==> config.mk <==
export PLATFORM = sky130hd
export DESIGN_NAME = banco_registros_sb
export DESIGN_NICKNAME = d
export VERILOG_FILES = /design/src/rtl/banco_registros_sb.sv
export SDC_FILE = /design/constraint.sdc
export NUM_CORES = 2
export LEC_CHECK = 0
export CAP_MARGIN = 20
export CELL_PAD_IN_SITES_DETAIL_PLACEMENT = 1
export CELL_PAD_IN_SITES_GLOBAL_PLACEMENT = 1
export CORE_MARGIN = 2
export CORE_UTILIZATION = 50
export CTS_CLUSTER_DIAMETER = 50
export CTS_CLUSTER_SIZE = 16
export DETAILED_ROUTE_END_ITERATION = 10
export PLACE_DENSITY = 0.8
export SLEW_MARGIN = 20
export SYNTH_ARGS = -nofsm -noshare
export SYNTH_HDL_FRONTEND = slang
export SYNTH_SLANG_ARGS = --single-unit
export TNS_END_PERCENT = 10
==> constraint.sdc <==
create_clock -name clk -period 48.5 [get_ports clk]
set_input_delay 7.275 -clock clk [delete_from_list [all_inputs] [get_ports clk]]
set_output_delay 7.275 -clock clk [all_outputs]
set_load 0.05 [all_outputs]
==> src/rtl/banco_registros_sb.sv <==
// Register bank with combinational dual read, synchronous write and a per-register pending scoreboard.
// Optional write-through forwarding on the read ports: define BANCO_REGISTROS_SB_BYPASS_EN.
module banco_registros_sb #(
   parameter int DATA_W   = 32,
   parameter int ADDR_W   = 5,
   parameter int ZERO_REG = 1
) (
   input  logic              clk,
   input  logic              rst,
   input  logic              Write,
   input  logic [ADDR_W-1:0] WA,
   input  logic [DATA_W-1:0] WD,
   input  logic [ADDR_W-1:0] RR1,
   input  logic [ADDR_W-1:0] RR2,
   output logic [DATA_W-1:0] DR1,
   output logic [DATA_W-1:0] DR2,
   input  logic              Reserve,
   input  logic [ADDR_W-1:0] RA,
   output logic              Busy1,
   output logic              Busy2,
   output logic [ADDR_W:0]   PendCnt
);

   localparam int              DEPTH    = 2 ** ADDR_W;
   localparam logic            HAS_ZERO = (ZERO_REG != 0);
   localparam logic [ADDR_W:0] CNT_ONE  = {{ADDR_W{1'b0}}, 1'b1};

   logic [DATA_W-1:0] regs_r [DEPTH];
   logic [DEPTH-1:0]  pend_r;
   logic [DEPTH-1:0]  pend_nxt_s;
   logic [ADDR_W:0]   cnt_r;
   logic [ADDR_W:0]   cnt_nxt_s;
   logic              wr_ok_s;
   logic              rsv_ok_s;
   logic              inc_s;
   logic              dec_s;

   // Qualify write and reserve requests against the hardwired zero register.
   always_comb begin
      wr_ok_s  = Write;
      rsv_ok_s = Reserve;
      if (HAS_ZERO && (WA == {ADDR_W{1'b0}})) begin
         wr_ok_s = 1'b0;
      end else begin
         wr_ok_s = Write;
      end
      if (HAS_ZERO && (RA == {ADDR_W{1'b0}})) begin
         rsv_ok_s = 1'b0;
      end else begin
         rsv_ok_s = Reserve;
      end
   end

   // Next pending vector and counter delta; a reserve on the written register wins over the clear.
   always_comb begin
      pend_nxt_s = pend_r;
      if (wr_ok_s) begin
         pend_nxt_s[WA] = 1'b0;
      end else begin
         pend_nxt_s[WA] = pend_r[WA];
      end
      if (rsv_ok_s) begin
         pend_nxt_s[RA] = 1'b1;
      end else begin
         pend_nxt_s[RA] = pend_nxt_s[RA];
      end
      inc_s = rsv_ok_s & ~pend_r[RA];
      dec_s = wr_ok_s & pend_r[WA] & ~(rsv_ok_s & (RA == WA));
      case ({inc_s, dec_s})
         2'b10:   cnt_nxt_s = cnt_r + CNT_ONE;
         2'b01:   cnt_nxt_s = cnt_r - CNT_ONE;
         default: cnt_nxt_s = cnt_r;
      endcase
   end

   // Data storage.
   always_ff @(posedge clk or posedge rst) begin
      if (rst) begin
         for (int i = 0; i < DEPTH; i++) begin
            regs_r[i] <= {DATA_W{1'b0}};
         end
      end else if (wr_ok_s) begin
         regs_r[WA] <= WD;
      end
   end

   // Scoreboard state and its population counter.
   always_ff @(posedge clk or posedge rst) begin
      if (rst) begin
         pend_r <= {DEPTH{1'b0}};
         cnt_r  <= {(ADDR_W + 1){1'b0}};
      end else begin
         pend_r <= pend_nxt_s;
         cnt_r  <= cnt_nxt_s;
      end
   end

   assign PendCnt = cnt_r;

   // Combinational read ports with optional forwarding of the in-flight write.
   always_comb begin
      DR1   = regs_r[RR1];
      DR2   = regs_r[RR2];
      Busy1 = pend_r[RR1];
      Busy2 = pend_r[RR2];
`ifdef BANCO_REGISTROS_SB_BYPASS_EN
      if (wr_ok_s && (WA == RR1)) begin
         DR1   = WD;
         Busy1 = 1'b0;
      end else begin
         DR1   = regs_r[RR1];
      end
      if (wr_ok_s && (WA == RR2)) begin
         DR2   = WD;
         Busy2 = 1'b0;
      end else begin
         DR2   = regs_r[RR2];
      end
`else
      if (wr_ok_s) begin
         Busy1 = pend_r[RR1];
      end else begin
         Busy2 = pend_r[RR2];
      end
`endif
      if (HAS_ZERO && (RR1 == {ADDR_W{1'b0}})) begin
         DR1 = {DATA_W{1'b0}};
      end else begin
         DR1 = DR1;
      end
      if (HAS_ZERO && (RR2 == {ADDR_W{1'b0}})) begin
         DR2 = {DATA_W{1'b0}};
      end else begin
         DR2 = DR2;
      end
   end

endmodule

# Word-level counts from Yosys, hierarchy flattened
# Cells that the tools add are included.
# totals
reg_bits	1062
word_cells	101
# op_classes
n_addsub	2
n_lt_le_gt_ge	10
n_eq_ne	3
muxes	32
bitwise	12
n_reduce_logical	8
# op_table
operator	count
$bwmux W1024	1
$bmux W32 S5	2
$mux W32	9
$demux W32 S5	1
$bwmux W32	2
$and A32 B32 Y32	1
$not A32 Y32	1
$or A32 B32 Y32	1
$bmux W1 S5	5
$lt A5 B6 Y1 const B	4
$logic_not A5 Y1	4
$ge A6 B6 Y1 const B	3
$not A5 Y6	3
$pmux W6 S2	1
$demux W1 S5	2
$ge A5 B1 Y1 const B	2
$mux W1	9
$add A6 B1 Y6 const B	1
$lt A6 B1 Y1 const B	1
$sub A6 B1 Y6 const B	1
$eq A5 B5 Y1	1
$and A1 B1 Y1	4
$logic_and A1 B1 Y1	3
$eq A2 B1 Y1 const B	1
3 further kinds	4

# Logic depth before layout (Yosys ltp)
# logic_depth
word_depth	11
ltp_mapped	17
depth_no_buf	15

# Worst setup path before layout
# No wires, ideal clock.
# synth_path
path_kind	input to output
start	input RR2[1]
end	output DR2[13]
arrival_time_ps	9466
path_slack_ps	31759
path_stages	8
n_path_buf	4
path_cell_list	clkbuf_1 > buf_2 > clkbuf_1 > clkbuf_1 > mux4_2 > mux4_2 > mux2i_1 > nor2_1
# synth_via
elab_chain_cells	5
elab_cells_between_ends	6
classes_between	4 x mux; 1 x bitwise; 1 x reduce/logical
# synth_rtl
element	line_no	rtl
start, declared	14	input logic [ADDR_W-1:0] RR2,
$not A5 Y6 (implied by the code)	103	DR2 = regs_r[RR2];
$bmux W32 S5	103	
$mux W32 (implied by the code) (2 in a row)	103	
$mux W32 *	131	if (HAS_ZERO && (RR2 == {ADDR_W{1'b0}})) begin
end, declared	16	output logic [DATA_W-1:0] DR2,
# Mark *: on every way between the ends. The rest lies on a longest branch, timed or not. The select of a mux whose other input is x is not followed.

# Worst setup path after layout
# layout_path
start	input RR1[0]
end	output DR1[7]
# layout_via
elab_chain_cells	5
elab_cells_between_ends	6
classes_between	4 x mux; 1 x bitwise; 1 x reduce/logical
# layout_rtl
element	line_no	rtl
start, declared	13	input logic [ADDR_W-1:0] RR1,
$not A5 Y6 (implied by the code)	102	DR1 = regs_r[RR1];
$bmux W32 S5	102	
$mux W32 (implied by the code) (2 in a row)	102	
$mux W32 *	126	if (HAS_ZERO && (RR1 == {ADDR_W{1'b0}})) begin
end, declared	15	output logic [DATA_W-1:0] DR1,
# Marked as above.

==> impl_metrics.tcl <==
set metrics [dict create \
    fp.coreArea_um2 114700 \
    initial_core_util 0.5057 \
    fin_skew_ns 0.02138 \
    status "finished, final reports clean" \
    hpwlAfterDp_mm 96.72 \
    grt_max_degree 144 \
    yosys_warnings 0 \
    ys_async_sr_fraction 1.000 \
    drive_gt1_frac 0.5446 \
    cp-start-kind "primary input" \
    slew_viol_final 0 \
    grt_overflow 0 \
    ys_ff_latch 1062 \
    worstMarginPinSlew_ns 1.169 \
    rsz0062_at_grt "no" \
    final_antenna_net_count 0 \
    layout_commonest_cell "dfrtp_1" \
    p_leak_uw 0.02703 \
    cts_buffers 117 \
    gp_congestion 0.8805 \
    regToRegSetupSlack_ns 44.91 \
    syn-num-nets 3726 \
    r2r_end "PendCnt[5]$_DFFE_PP0P_" \
    max_freq_mhz 49.07 \
    grt_pass1_vias 39520 \
    avgRoutedWirePerCell_um 35.04 \
    clock-sinks 1062 \
    grt_util_all_layers 0.3129 \
    synthTopCellsByArea "dfrtp_1 46%, mux4_2 26%, mux2_2 19%, mux2i_1 1.7%, clkbuf_1 1.4%" \
    hold_depth 0 \
    drv_cap 0 \
    wirelength_mm 181.1 \
    synth-seq-area-share 0.4583 \
    drtPass1Iterations 6 \
    synth_flop_cell "dfrtp_1" \
    r2r_start "pend_r[31]$_DFF_PP0_" \
    hold_buffers 0 \
    antenna_found_initial 12 \
    cp-end-kind "output pin" \
    path_clk_slew_ns 0.06 \
    cts_max_level 3 \
    fillers 10200 \
    synth_area_um2 57980 \
    dp_slack_ns 27.99 \
    nets 3609 \
    finalSetupViolCount 0 \
    cts_root_buf "clkbuf_16" \
    portBuffers 127 \
    drt_iter0_drc 3357 \
    crit_type "primary input to output pin" \
    syn_inst 3664 \
    cts_tree "yes" \
    die_x_um 344.5 \
    layout_setup_ws_ns 28.12 \
    power.density_nw_per_um2 44.40 \
    crit_required_ns 41.23 \
    ys_types 67 \
    tns_ns 0 \
    synth_edf_count 0 \
    fin_crit_sh 0.4201 \
    peakVddDrop_mv 0.03448 \
    cts_buffer_depth 3 \
    hold_violations 0 \
    num_vias 36260 \
    post-route-min-period_ns 20.38 \
    hold_end "regs_r[998]$_DFFE_PP0P_" \
    critPathArrivalTime_ns 13.10 \
    synth_top_area_share 0.4583 \
    grt_pass1_wl_mm 271.5 \
    io_pins 128 \
    post-cts-setup-buffers 0 \
    hold_start "regs_r[998]$_DFFE_PP0P_" \
    hp-class "register to register" \
    final_cell_mix "1062 x dfrtp_1, 976 x mux2_2, 669 x mux4_2" \
    drcViolationCount 0 \
    reg2reg_depth 13 \
    viasPerCell 7.017 \
    slew-limit-headroom 0.2210 \
    ctsResizeCount 0 \
    fp.dieH_um 344.5 \
    path_max_fanout 78 \
    synth_top_area_cell "dfrtp_1" \
    syn2layout_area_growth_pct 11.00 \
    syn_avg_cell_area_um2 15.83 \
    fp-row-count 124 \
    die_area_um2 118700 \
    clk_latency_ns 0.74 \
]
-- report_power, final --
| part | switching (µW) | leakage [µW] | internal, µW |
|---|---|---|---|
| registers | 148 | 0.0136 | 1060 |
| logic | 302 | 0.0114 | 379 |
| clock network | 428 | 0.00202 | 543 |
| total | 878 | 0.0270 | 1980 |
-- critical path, cell delays in order --
cell	delay, ns
buf_8	0.66
buf_4	0.82
buf_4	0.93
buf_4	0.91
mux4_2	0.61
mux4_2	0.51
mux2i_1	0.44
nor2_1	0.09
clkdlybuf4s50_1	0.73
-- worst max path at each step --
stage          startpoint                endpoint  slack, ns  cells past startpoint
6_report           RR1[0]                  DR1[7]      28.12                      9
5_1_grt            RR1[0]                  DR1[7]      27.61                      9
4_1_cts            RR1[0]                  DR1[7]      27.97                      9
3_5_place_dp       RR1[0]                  DR1[7]      27.99                      9
3_3_place_gp       RR1[0]                  DR1[7]      28.04                      9
2_1_floorplan         rst  PendCnt[0]$_DFFE_PP0P_      11.33                      1
-- per-stage QoR --
step	cells	util	area, µm²	hold WS, ns	total power, µW
6_report	5168	0.5614	64360	0.3955	2858
5_1_grt	5167	0.5613	64360	0.4103	2962
4_1_cts	5162	0.5610	64320	0.3979	2865
3_5_place_dp	4938	0.5239	60070	0.3840	1883
3_3_place_gp	4938	0.5239	60070	0.3763	1841
2_1_floorplan	3664	-	57980	0.4413	1684
-- cell families after synthesis --
family,synth area share
buffers and inverters,0.03174
AND/OR/NAND/NOR,0.02106
XOR/XNOR,0.001813
multiplexers,0.4704
adder cells (fa/ha/maj),0.001424
AO/OA/AOI/OAI,0.01524
flip-flops,0.4583
-- area by class of cell --
| class | count | area, µm² | area share |
|---|---|---|---|
| antenna | 4 | 10.01 | 0.0001555 |
| clock buffer | 134 | 3122 | 0.04850 |
| clock inverter | 90 | 1129 | 0.01753 |
| inverter | 6 | 30.03 | 0.0004666 |
| multi-input combinational | 2169 | 29810 | 0.4632 |
| sequential | 1062 | 26580 | 0.4129 |
| tap | 1512 | 1892 | 0.02939 |
| timing repair buffer | 191 | 1793 | 0.02786 |
-- sequential cells by signal, indices dropped and copies added, names as in the netlist --
name	count
regs_r	1024
pend_r	32
PendCnt	6
-- cell usage after synthesis, types with 2 or more instances --
cell type     n
nor3b_1       5
and3b_1       2
mux2_2      976
mux4_2      669
nand4_1       3
a31oi_1      18
a22oi_1       3
nor2b_1       4
o311a_1      11
or3_1         5
o32ai_1       5
inv_1         6
o21bai_1      3
clkbuf_1    221
nand2_1      43
xnor2_1       6
mux2i_1      97
a21oi_1      24
nand3_1      16
dfrtp_1    1062
and3_1        4
buf_2       154
ha_1          5
nor3b_2       2
nor3_1       15
or4_1         4
or3b_1        2
o21ai_0      41
or2_2         3
nand2b_1      6
a2bb2oi_1     2
buf_1        47
o221ai_1      2
nor4_1        4
mux2_1       22
buf_4         4
and2b_1       2
o211ai_1      4
xor2_1        6
nand3b_1      7
nor2_1      123
-- routing by layer --
layer,GRT usage,routed length [µm],vias up
met3,0.06989,13730,421
met2,0.4942,87400,1604
met5,0,83,-
met4,0.1149,6992,14
met1,0.4284,72860,20130
li1,-,-,14090
Note: power is estimated with default switching activity, not from simulation.
